[src/rtl/btn_bounce_gen.sv]
// Bouncy push-button emulator: on a start request it plays a press, hold and release
// sequence on btn_o, with LFSR-timed contact bounce, counted in tp_i time pulses.
module btn_bounce_gen #(
    parameter int          PULSE_PER_NS  = 5120,
    parameter int          BOUNCE_CNT    = 3,
    parameter int          HOLD_TP       = 64,
    parameter int          MAX_GLITCH_TP = 8,
    parameter logic [15:0] LFSR_SEED     = 16'hACE1
) (
    input  logic clk_i,
    input  logic rst_ni,
    input  logic tp_i,
    input  logic start_i,
    output logic btn_o,
    output logic busy_o,
    output logic done_o
);

    localparam int EW = $clog2(2 * BOUNCE_CNT + 2);
    localparam int SW = $clog2(MAX_GLITCH_TP + 1);
    localparam int HW = $clog2(HOLD_TP + 1);

    localparam logic [EW-1:0] LAST_EDGE = EW'(2 * BOUNCE_CNT + 1);
    localparam logic [SW-1:0] SEG_MASK  = SW'(MAX_GLITCH_TP - 1);
    localparam logic [HW-1:0] HOLD_LOAD = HW'(HOLD_TP);
    localparam logic [15:0]   LFSR_TAPS = 16'hB400;

    if (PULSE_PER_NS < 1 || BOUNCE_CNT < 0 || HOLD_TP < 1 || MAX_GLITCH_TP < 1 ||
        (MAX_GLITCH_TP & (MAX_GLITCH_TP - 1)) != 0 || LFSR_SEED == 16'h0000) begin : g_bad_param
        $error("btn_bounce_gen: illegal parameter combination");
    end

    typedef enum logic [1:0] {
        s_idle,
        s_press,
        s_hold,
        s_release
    } state_t;

    state_t          state, state_nx;
    logic [EW-1:0]   edge_cnt, edge_nx;
    logic [SW-1:0]   seg_cnt, seg_nx;
    logic [HW-1:0]   hold_cnt, hold_nx;
    logic [15:0]     lfsr, lfsr_nx;
    logic            btn_nx;
    logic            done_nx;

    logic [SW-1:0]   seg_len;
    logic [15:0]     lfsr_step;

    // Segment length is drawn from the LFSR value present at the load, before any advance
    assign seg_len   = (lfsr[SW-1:0] & SEG_MASK) + SW'(1);
    assign lfsr_step = {1'b0, lfsr[15:1]} ^ (lfsr[0] ? LFSR_TAPS : 16'h0000);
    assign busy_o    = (state != s_idle);

    always_ff @(posedge clk_i or negedge rst_ni) begin
        if (!rst_ni) begin
            state    <= s_idle;
            btn_o    <= 1'b0;
            done_o   <= 1'b0;
            edge_cnt <= '0;
            seg_cnt  <= '0;
            hold_cnt <= '0;
            lfsr     <= LFSR_SEED;
        end else begin
            state    <= state_nx;
            btn_o    <= btn_nx;
            done_o   <= done_nx;
            edge_cnt <= edge_nx;
            seg_cnt  <= seg_nx;
            hold_cnt <= hold_nx;
            lfsr     <= lfsr_nx;
        end
    end

    always_comb begin
        state_nx = state;
        btn_nx   = btn_o;
        done_nx  = 1'b0;
        edge_nx  = edge_cnt;
        seg_nx   = seg_cnt;
        hold_nx  = hold_cnt;
        lfsr_nx  = lfsr;

        case (state)
            s_idle: begin
                // The done_o cycle still counts as the tail of the previous sequence
                if (start_i && !done_o) begin
                    state_nx = s_press;
                    btn_nx   = 1'b1;
                    edge_nx  = EW'(1);
                    seg_nx   = seg_len;
                end
            end

            s_press, s_release: begin
                if (tp_i) begin
                    lfsr_nx = lfsr_step;
                    if (seg_cnt > SW'(1)) begin
                        seg_nx = seg_cnt - SW'(1);
                    end else if (edge_cnt < LAST_EDGE) begin
                        btn_nx  = ~btn_o;
                        edge_nx = edge_cnt + EW'(1);
                        seg_nx  = seg_len;
                    end else if (state == s_press) begin
                        state_nx = s_hold;
                        hold_nx  = HOLD_LOAD;
                        edge_nx  = '0;
                        seg_nx   = '0;
                    end else begin
                        state_nx = s_idle;
                        done_nx  = 1'b1;
                        edge_nx  = '0;
                        seg_nx   = '0;
                    end
                end
            end

            s_hold: begin
                if (tp_i) begin
                    if (hold_cnt > HW'(1)) begin
                        hold_nx = hold_cnt - HW'(1);
                    end else begin
                        state_nx = s_release;
                        hold_nx  = '0;
                        btn_nx   = 1'b0;
                        edge_nx  = EW'(1);
                        seg_nx   = seg_len;
                    end
                end
            end

            default: state_nx = s_idle;
        endcase
    end

endmodule
[config.mk]
export PLATFORM = sky130hd
export DESIGN_NAME = btn_bounce_gen
export DESIGN_NICKNAME = d
export VERILOG_FILES = /design/src/rtl/btn_bounce_gen.sv
export SDC_FILE = /design/constraint.sdc
export NUM_CORES = 1
export LEC_CHECK = 0
export BUFFER_PORTS_ARGS = -buffer_cell sky130_fd_sc_hd__buf_2
export CORE_MARGIN = 5
export CORE_UTILIZATION = 54
export CTS_CLUSTER_SIZE = 16
export DETAILED_ROUTE_END_ITERATION = 7
export GPL_TIMING_DRIVEN = 0
export PLACE_DENSITY = 0.76
export SYNTH_ARGS = -nofsm -noshare
export SYNTH_HDL_FRONTEND = slang
export SYNTH_SLANG_ARGS = --single-unit
[constraint.sdc]
create_clock -name clk_i -period 2.05 [get_ports clk_i]
set_input_delay 0.205 -clock clk_i [delete_from_list [all_inputs] [get_ports clk_i]]
set_output_delay 0.205 -clock clk_i [all_outputs]
set_load 0.02 [all_outputs]
; Word level (Yosys, flattened, before mapping)
; Cells that the tools add are included.
[word_totals]
elab_cells = 81
reg_bits = 34
[op_classes]
order_cmp = 3
n_mux = 42
bitwise_logic = 2
eq_ne = 11
n_reduce_logical = 12
addsub = 4
[ops]
columns = cell, count
row1 = 2-to-1 mux 7 bit, 6
row2 = 2-to-1 mux 4 bit, 6
row3 = 2-to-1 mux 3 bit, 6
row4 = AND reduction 6 bit, 3
row5 = 2-to-1 mux 16 bit, 1
row6 = "inequality test 2 bit, second input constant", 8
row7 = XOR 15 x 16 -> 16 bit, 1
row8 = 2-to-1 mux 2 bit, 7
row9 = one-hot mux 7 bit (2 select lines), 1
row10 = one-hot mux 4 bit (3 select lines), 1
row11 = 2-to-1 mux 1 bit, 11
row12 = one-hot mux 3 bit (3 select lines), 1
row13 = "> comparator 7 x 1 -> 1 bit, second input constant", 1
row14 = "subtractor 7 x 1 -> 7 bit, second input constant", 1
row15 = one-hot mux 2 bit (3 select lines), 1
row16 = AND reduction 5 bit, 1
row17 = "adder 3 x 1 -> 4 bit, second input constant", 1
row18 = "== test 2 bit, second input constant", 2
row19 = "> comparator 4 x 1 -> 1 bit, second input constant", 1
row20 = AND reduction 4 bit, 1
row21 = nonzero test 2 bit, 2
row22 = "subtractor 4 x 1 -> 4 bit, second input constant", 1
row23 = "adder 3 x 1 -> 3 bit, second input constant", 1
row24 = "less-than comparator 3 bit, second input constant", 1
row25 = 8 further kinds, 8

; Longest topological paths before layout
; Gate-level depths: netlist (run 1).
[depth]
depth_word = 6
ltp_mapped = 8

; Least setup slack after synthesis (run 1)
; Ideal clock, no wire load.
[synth_timing]
path_kind = register -> register
start = reg state[0]
end = reg lfsr[14]
path_buffers = 2
required_ns = 1.925
t_arrival_ns = 1.898
setup_slack_ns = 0.028
path_stages_with_launch = 7
path_cell_list = dfrtp_1 > ha_1 > or2_2 > clkbuf_1 > nand2_1 > buf_2 > mux2_2
[synth_via]
elab_chain_cells = 3
word_cells_on_any_way = 4
[synth_lines]
columns = item, line
row1 = "start, declared", 40  ; state_t state, state_nx;
row2 = "start signal, assigned", 58  ; state <= s_idle;
row3 = "start signal, assigned", 66  ; state <= state_nx;
row4 = == test 2 x 1 -> 1 bit / == test 2 bit (equally long branches), 85  ; case (state)
row5 = OR reduction 2 bit *, 85
row6 = AND reduction 2 bit (no source line) *, --
row7 = "end signal, assigned", 72  ; lfsr <= lfsr_nx;
row8 = "end, declared", 44  ; logic [15:0] lfsr, lfsr_nx;
; Every way passes the cells marked *; elsewhere a longest branch is shown, timed or not.
; A chain may end at the register's enable or synchronous reset.

; Worst setup path in the final report (run 1)
[layout_timing]
start = reg hold_cnt[3]
end = reg hold_cnt[4]
[layout_via]
elab_chain_cells = 4
word_cells_on_any_way = 5
[layout_lines]
columns = item, line
row1 = "start, declared", 43  ; logic [HW-1:0] hold_cnt, hold_nx;
row2 = "start signal, assigned", 71  ; hold_cnt <= hold_nx;
row3 = subtractor 7 x 1 -> 7 bit / > comparator 7 x 1 -> 1 bit (equally long branches), "122, 121"
row4 = 2-to-1 mux 7 bit *, 121  ; if (hold_cnt > HW'(1)) begin
row5 = 2-to-1 mux 7 bit *, 120  ; if (tp_i) begin
row6 = one-hot mux 7 bit (2 select lines) *, 85
; Every way passes the cells marked *; elsewhere a longest branch is shown, timed or not. The select of a mux whose other input is x is not followed.

==> results of run 1 <==
## registers in the layout (all words and copies together), names as in the netlist
name      count
btn_o         1
seg_cnt       4
lfsr         16
done_o        1
hold_cnt      7
edge_cnt      3
state         2
## final cells by class
class,count,area [sq um]
flip-flops and latches,34,863
fillers,255,1190
inverters,11,41.3
plain buffers,2,8.76
clock buffers,7,55.1
clock inverters,1,5.00
multi-input cells,122,945
repair buffers,18,123
well taps,46,57.6
## how the worst min path moves through the flow
stage | start | end | slack [ns] | cells after the start
after global routing | tp_i | done_o$_DFF_PN0_ | 0.17 | 3
final | tp_i | done_o$_DFF_PN0_ | 0.17 | 3
after floorplan | rst_ni | btn_o$_DFFE_PN0P_ | -0.09 | 0
after CTS | tp_i | done_o$_DFF_PN0_ | 0.16 | 3
after detailed placement | rst_ni | edge_cnt[2]$_DFFE_PN0P_ | 0.31 | 1
after global placement | rst_ni | edge_cnt[1]$_DFFE_PN0P_ | 0.29 | 1
## metrics by stage
| step | hold slack (ns) | setup TNS [ns] | setup slack, ns | instances |
|---|---|---|---|---|
| finish | 0.170 | 0 | 0.0212 | 241 |
| global placement | 0.290 | -0.754 | -0.160 | 222 |
| CTS | 0.165 | 0 | 0.0109 | 231 |
| floorplan | -0.0906 | 0 | 0.0277 | 170 |
| global route | 0.174 | -0.108 | -0.0608 | 241 |
| detailed placement | 0.312 | -1.78 | -0.258 | 222 |
## cells in the final DEF (no fill, tap or decap), types with 3 or more instances in the layout
cell,instances
sky130_fd_sc_hd__nand3_1,5
sky130_fd_sc_hd__dfstp_2,8
sky130_fd_sc_hd__buf_2,7
sky130_fd_sc_hd__o21ai_2,3
sky130_fd_sc_hd__ha_1,9
sky130_fd_sc_hd__nand2_1,6
sky130_fd_sc_hd__dfrtp_1,24
sky130_fd_sc_hd__mux2_2,13
sky130_fd_sc_hd__a21oi_1,5
sky130_fd_sc_hd__o21ai_0,22
sky130_fd_sc_hd__clkbuf_4,5
sky130_fd_sc_hd__inv_1,9
sky130_fd_sc_hd__buf_4,11
sky130_fd_sc_hd__xnor2_1,4
sky130_fd_sc_hd__nor2_1,11
sky130_fd_sc_hd__nor3_1,3
## where the power goes
group	total (mW)	internal (mW)	leakage (nW)	switching, mW
sequential	0.892	0.780	0.419	0.113
combinational	1.24	0.541	0.492	0.695
clock	0.389	0.166	0.0353	0.223
total	2.52	1.49	0.947	1.03
## cell families (layout without fill, tap and decap cells)
logic type,count (synthesis),after routing,synth area share (%)
AOI/OAI and AO/OA,48,48,17.7
xor gates and xnor gates,4,4,1.95
adders and majority gates,10,10,6.97
buffers and inverters,14,39,3.00
DFF,34,34,47.9
muxes,14,14,8.78
and+or+nand+nor,46,46,13.7
## routing by layer
| metal | wire length (microns) | vias up | global-route usage [%] |
|---|---|---|---|
| met5 | 0 | - | 0 |
| met4 | 65 | 0 | 7.09 |
| met3 | 143 | 9 | 4.16 |
| met2 | 2030 | 40 | 33.2 |
| met1 | 1610 | 674 | 19.8 |
| li1 | - | 667 | - |
## what timing repair did
item | CTS | global route
hold buffers | 1 | 0
setup buffers | 1 | 10
endpoints found under the setup margin | 20 | 11
pin swaps | 1 | 6
gates resized for setup | 6 | 11
hold endpoints to repair | 26 | 0
## tightest hold or removal path: stages
cell and delay, ns:
sky130_fd_sc_hd__buf_2 0.13, sky130_fd_sc_hd__nand3_1 0.09, sky130_fd_sc_hd__nor2_1 0.05
==> flow_summary.yaml, run 1 <==
critical_path:
  cp-end-kind: "flip-flop"
  critical_path.max_stage_delay_ns: 0.55
  timing.critical_path.required_ns: 2.25
  cp-start-kind: "flip-flop"
  setup.reg_to_reg.worst_slack_ns: 0.02
  critical-path-top-delay-family: "compound AO/OA/AOI/OAI gates"
  worst-path-stages: 6
  crit-reg2reg-capture: "hold_cnt[4]$_DFFE_PN0P_"
  critical_path.slowest_cell: "sky130_fd_sc_hd__or4_4"
  worst_path_bufs_invs: 1
  crit_path_cell_trace: "or4_4 -> o31ai_4 -> buf_4 -> nor2_1 -> o21ai_0 -> o41ai_2"
  worst_setup_path_endpoint: "hold_cnt[4]$_DFFE_PN0P_"
  worst-r2r-cell-count: 6
  critical_path_fanouts_max: 5
  reg2reg_from: "hold_cnt[3]$_DFFE_PN0P_"
  cp_data_arrival_time_ns: 2.23
  path_class: "flip-flop to flip-flop"
  worstSetupStartpoint: "hold_cnt[3]$_DFFE_PN0P_"
die:
  floorplan.core_area_sq_mm: 0.00328
  ios: 7
  placement_rows: 21
  fp.dieW_microns: 67.7
  initial_core_utilization_pct: 54.7
  floorplan.die_area_sq_mm: 0.00458
  die_height_microns: 67.7
clocking:
  insertion_delay_ns: 0.33
  cts_buffer_depth: 2
  cts-buffers-inserted: 5
  cts-htree-levels: 2
  path_clk_slew_ns: 0.11
  cts_tree: "built"
  root_buffer: "sky130_fd_sc_hd__clkbuf_4"
  clock_sink_count: 34
logic_synthesis:
  count_of_flip_flops_with_a_built_in_enable_after_synthesis: 0
  syn_inst: 170
  synth.ff_latch_count: 34
  synth_top_flop_cell: "sky130_fd_sc_hd__dfrtp_1"
  avgSynthCellArea_sq_um: 10.6
  synth.net_count: 184
  post-synth-top-area-cell: "sky130_fd_sc_hd__dfrtp_1"
  netlist-cell-type-count: 44
  synth.cells.most_frequent: "sky130_fd_sc_hd__dfrtp_1, sky130_fd_sc_hd__o21ai_0, sky130_fd_sc_hd__mux2_2"
  yosys.cell_count.top_type: "sky130_fd_sc_hd__dfrtp_1"
  ys.warnings.count: 0
  synth_top_area_share_pct: 36.2
  synth-seq-area-share_pct: 47.9
  ys_top_cells_by_area: "sky130_fd_sc_hd__dfrtp_1, sky130_fd_sc_hd__dfstp_2, sky130_fd_sc_hd__mux2_2, sky130_fd_sc_hd__ha_1, sky130_fd_sc_hd__o21ai_0"
  async_reset_ff_share_pct: 100
  synth_area_sq_mm: 0.00180
cells_and_area:
  post-route-cell-area_sq_mm: 0.00210
  antenna-diode-count: 0
  flow.area_growth_from_synthesis_pct: 16.9
  nets: 208
  fin_util_pct: 63.9
  ratio_of_cells_with_drive_above_1_in_the_final_layout_pct: 35.4
routing:
  total_vias_in_the_final_route: 1390
  drt_iter0_markers: 132
  via_per_inst: 5.77
  drt-wirelength-per-cell_microns: 16.0
  antenna_nets_post_route: 0
  totalWireLength_microns: 3840
  drt-pass1-iter-count: 4
  drc_errors: 0
placed_design:
  routabilityCongestion: 0.804
  detailed_place_hpwl_microns: 2580
  placed_area_sq_mm: 0.00188
  port_buffers: 6
sta:
  timing.slew.headroom_pct: 50.0
  final_min_period_over_clock_period_pct: 99.0
  clock_tree_skew_after_final_layout_ns: 0.0115
  timing.final.max_slew_violations: 0
  report.final.hold_viol_count: 0
  timing.final.crit_period_ns: 2.03
  max_freq_mhz: 493
  finalSetupViolCount: 0
  tightest_pin_transition_ns: 0.750
hold_path:
  worst_hold_path_type: "input port to flip-flop"
power:
  powerDensity_mw_per_mm2: 1200
  vdd_ir_drop_max_mv: 0.471
  post-layout-total-power_mw: 2.52
  leak_nw: 0.947
flow_run:
  drv.max_cap_violation_count: 0
global_routing:
  groute.usage.overall_pct: 18.0
  grt_first_pass_wirelength_microns: 6070
  first_global_vias: 1330
  overflow: 0
  grt_max_degree: 35
  number_of_antenna_violations_at_the_first_check_in_global_routing: 0
outcome:
  status: "finished clean"
No activity file was read; power rests on OpenSTA's default activity.
==> run 2, diff against run 1 <==
==> constraint.sdc (replaced) <==
create_clock -name clk_i -period 1.65 [get_ports clk_i]
set_input_delay 0.165 -clock clk_i [delete_from_list [all_inputs] [get_ports clk_i]]
set_output_delay 0.165 -clock clk_i [all_outputs]
set_load 0.02 [all_outputs]
==> run 2 against run 1 <==
Effect of this change:
- the flow now finishes with violations (setup timing)
- cell area grew 24%
- hold slack gained 0.019 ns
- sequential share of layout area shrank 7.8 points
- register-to-register slack got worse by 0.31 ns
- clock skew is 0.014 ns higher
- first-iteration DRC count grew 21%
- maximum frequency grew 4.8%
- clock power is 69% higher
- routed wire length is 34% higher
- non-clock buffer count grew 16
- count of clock-buffer cells in the layout did not move
- highest routed layer unchanged
==> flow_summary.yaml, run 2 (synthesized netlist as in run 1, its figures left out) <==
die:
  initial_core_utilization_pct: 54.7
  floorplan.die_area_sq_mm: 0.00458
  die_height_microns: 67.7
  floorplan.core_area_sq_mm: 0.00328
  ios: 7
  fp.dieW_microns: 67.7
  placement_rows: 21
clocking:
  insertion_delay_ns: 0.35
  path_clk_slew_ns: 0.11
  cts_buffer_depth: 2
  root_buffer: "sky130_fd_sc_hd__clkbuf_4"
  cts_tree: "built"
  clock_sink_count: 34
  cts-buffers-inserted: 5
  cts-htree-levels: 2
critical_path:
  path_class: "flip-flop to flip-flop"
  timing.critical_path.required_ns: 1.89
  cp-start-kind: "flip-flop"
  crit-reg2reg-capture: "edge_cnt[0]$_DFFE_PN0P_"
  reg2reg_from: "hold_cnt[4]$_DFFE_PN0P_"
  worst-r2r-cell-count: 6
  setup.reg_to_reg.worst_slack_ns: -0.29
  cp_data_arrival_time_ns: 2.17
  critical_path_fanouts_max: 7
  cp-end-kind: "flip-flop"
placed_design:
  port_buffers: 6
  detailed_place_hpwl_microns: 2500
  routabilityCongestion: 0.810
  place.detailed.instances: 222
cells_and_area:
  reg_with_most_ffs: "lfsr"
  antenna-diode-count: 0
  final_cells: 257
  fillerInstances: 153
  layout.cells.most_common: "sky130_fd_sc_hd__dfrtp_1"
  largest_register_ffs: 16
  ratio_of_cells_with_drive_above_1_in_the_final_layout_pct: 55.9
  biggestRegsByFlops: "lfsr: 16 flops, hold_cnt: 7 flops, seg_cnt: 4 flops"
  nets: 224
  flow.area_growth_from_synthesis_pct: 44.6
  fin_util_pct: 79.0
  layout.cells.most_common_list: "sky130_fd_sc_hd__dfrtp_1, sky130_fd_sc_hd__buf_4, sky130_fd_sc_hd__mux2_4, sky130_fd_sc_hd__o21ai_2, sky130_fd_sc_hd__o21ai_1"
routing:
  drt_iter0_markers: 160
  drt-pass1-iter-count: 4
  drc_errors: 0
  via_per_inst: 6.22
  antenna_nets_post_route: 0
  totalWireLength_microns: 5140
  drt-wirelength-per-cell_microns: 20.0
  total_vias_in_the_final_route: 1599
global_routing:
  groute.usage.overall_pct: 20.6
  number_of_antenna_violations_at_the_first_check_in_global_routing: 0
  overflow: 0
  grt_first_pass_wirelength_microns: 6880
  first_global_vias: 1445
  grt_max_degree: 35
sta:
  report.final.hold_viol_count: 0
  timing.final.crit_period_ns: 1.94
  final_min_period_over_clock_period_pct: 117
  finalSetupViolCount: 31
  tightest_pin_transition_ns: 0.737
  clock_tree_skew_after_final_layout_ns: 0.0253
  finalHoldWorstSlack_ns: 0.189
  grt_setup_unrepaired: "true"
  post_route_setup_tns_ns: -4.13
  timing.slew.headroom_pct: 50.4
  max_freq_mhz: 516
  timing.final.max_slew_violations: 0
  worst_slack_ns: -0.286
flow_run:
  drv.max_cap_violation_count: 0
power:
  power.clock.fraction_pct: 15.0
  power.switching_mw: 1.82
  relative_contribution_of_combinational_cells_to_total_power_pct: 58.6
  share_seq_of_total_power_pct: 26.4
  leak_nw: 1.12
  cellInternalPower_mw: 2.57
  netSwitchingFraction_pct: 41.4
  vdd_ir_drop_max_mv: 0.772
  powerDensity_mw_per_mm2: 1690
outcome:
  status: "complete, but fails checks"
  violated_checks: "setup timing"
hold_path:
  hold_path_startpoint: "tp_i"
  worst_hold_path_type: "input port to flip-flop"
  min_delay_path_depth: 3
  timing.hold.worst_endpoint: "done_o$_DFF_PN0_"
==> run 2: power groups by stage <==
| stage | sequential (mW) | clock, mW | combinational [mW] |
|---|---|---|---|
| 3_3_place_gp | 1.10 | 0 | 1.33 |
| 6_report | 1.16 | 0.659 | 2.57 |
| 3_5_place_dp | 1.12 | 0 | 1.40 |
| 5_1_grt | 1.17 | 0.706 | 2.70 |
| 4_1_cts | 1.12 | 0.669 | 2.04 |
| 2_1_floorplan | 1.10 | 0 | 1.13 |
==> run 2: worst max-delay path by stage <==
stage,to,startpoint
2_1_floorplan,state[1]$_DFFE_PN0P_,hold_cnt[4]$_DFFE_PN0P_
3_3_place_gp,btn_o$_DFFE_PN0P_,hold_cnt[4]$_DFFE_PN0P_
4_1_cts,hold_cnt[3]$_DFFE_PN0P_,hold_cnt[6]$_DFFE_PN0P_
5_1_grt,hold_cnt[3]$_DFFE_PN0P_,hold_cnt[4]$_DFFE_PN0P_
3_5_place_dp,state[1]$_DFFE_PN0P_,hold_cnt[4]$_DFFE_PN0P_
6_report,edge_cnt[0]$_DFFE_PN0P_,hold_cnt[4]$_DFFE_PN0P_
==> run 2: cell type report <==
class                   count  area, sq um  share of cell area (%)
multi-input cells         122         1230                    47.4
flip-flops and latches     34          865                    33.3
repair buffers             34          298                    11.5
well taps                  46         57.6                    2.22
clock buffers               7         55.1                    2.12
inverters                  11         41.3                    1.59
clock inverters             1         30.0                    1.16
plain buffers               2         18.8                   0.723
==> run 2: metal layers <==
| layer | GRT usage [%] | wire length, microns | up-vias |
|---|---|---|---|
| li1 | - | - | 695 |
| met1 | 23.8 | 2040 | 814 |
| met2 | 34.8 | 2670 | 71 |
| met3 | 5.49 | 250 | 19 |
| met4 | 10.9 | 184 | 0 |
| met5 | 0 | 0 | - |
==> run 2: stage by stage <==
stage	total power [mW]	setup slack [ns]	instance area [sq um]
after floorplan	2.23	-0.220	1890
after global placement	2.44	-0.327	1980
after detailed placement	2.52	-0.379	1980
after CTS	3.83	-0.249	2390
after global routing	4.57	-0.310	2600
final	4.38	-0.286	2600
==> run 2: what timing repair did <==
action	CTS	global route
resized for setup	48	36
gates cloned	0	0
endpoints found under the hold margin	26	0
pin swaps	12	10
hold buffers	1	0
endpoints found under the setup margin	25	33
setup buffers	18	9
==> run 2: critical path, stage by stage, from the launching register on <==
cell and delay [ns]:
sky130_fd_sc_hd__dfrtp_1 0.41, sky130_fd_sc_hd__or4_4 0.59, sky130_fd_sc_hd__o31ai_4 0.29, sky130_fd_sc_hd__o211a_4 0.27, sky130_fd_sc_hd__buf_4 0.13, sky130_fd_sc_hd__nand3_2 0.05
sky130_fd_sc_hd__o21a_1 0.11
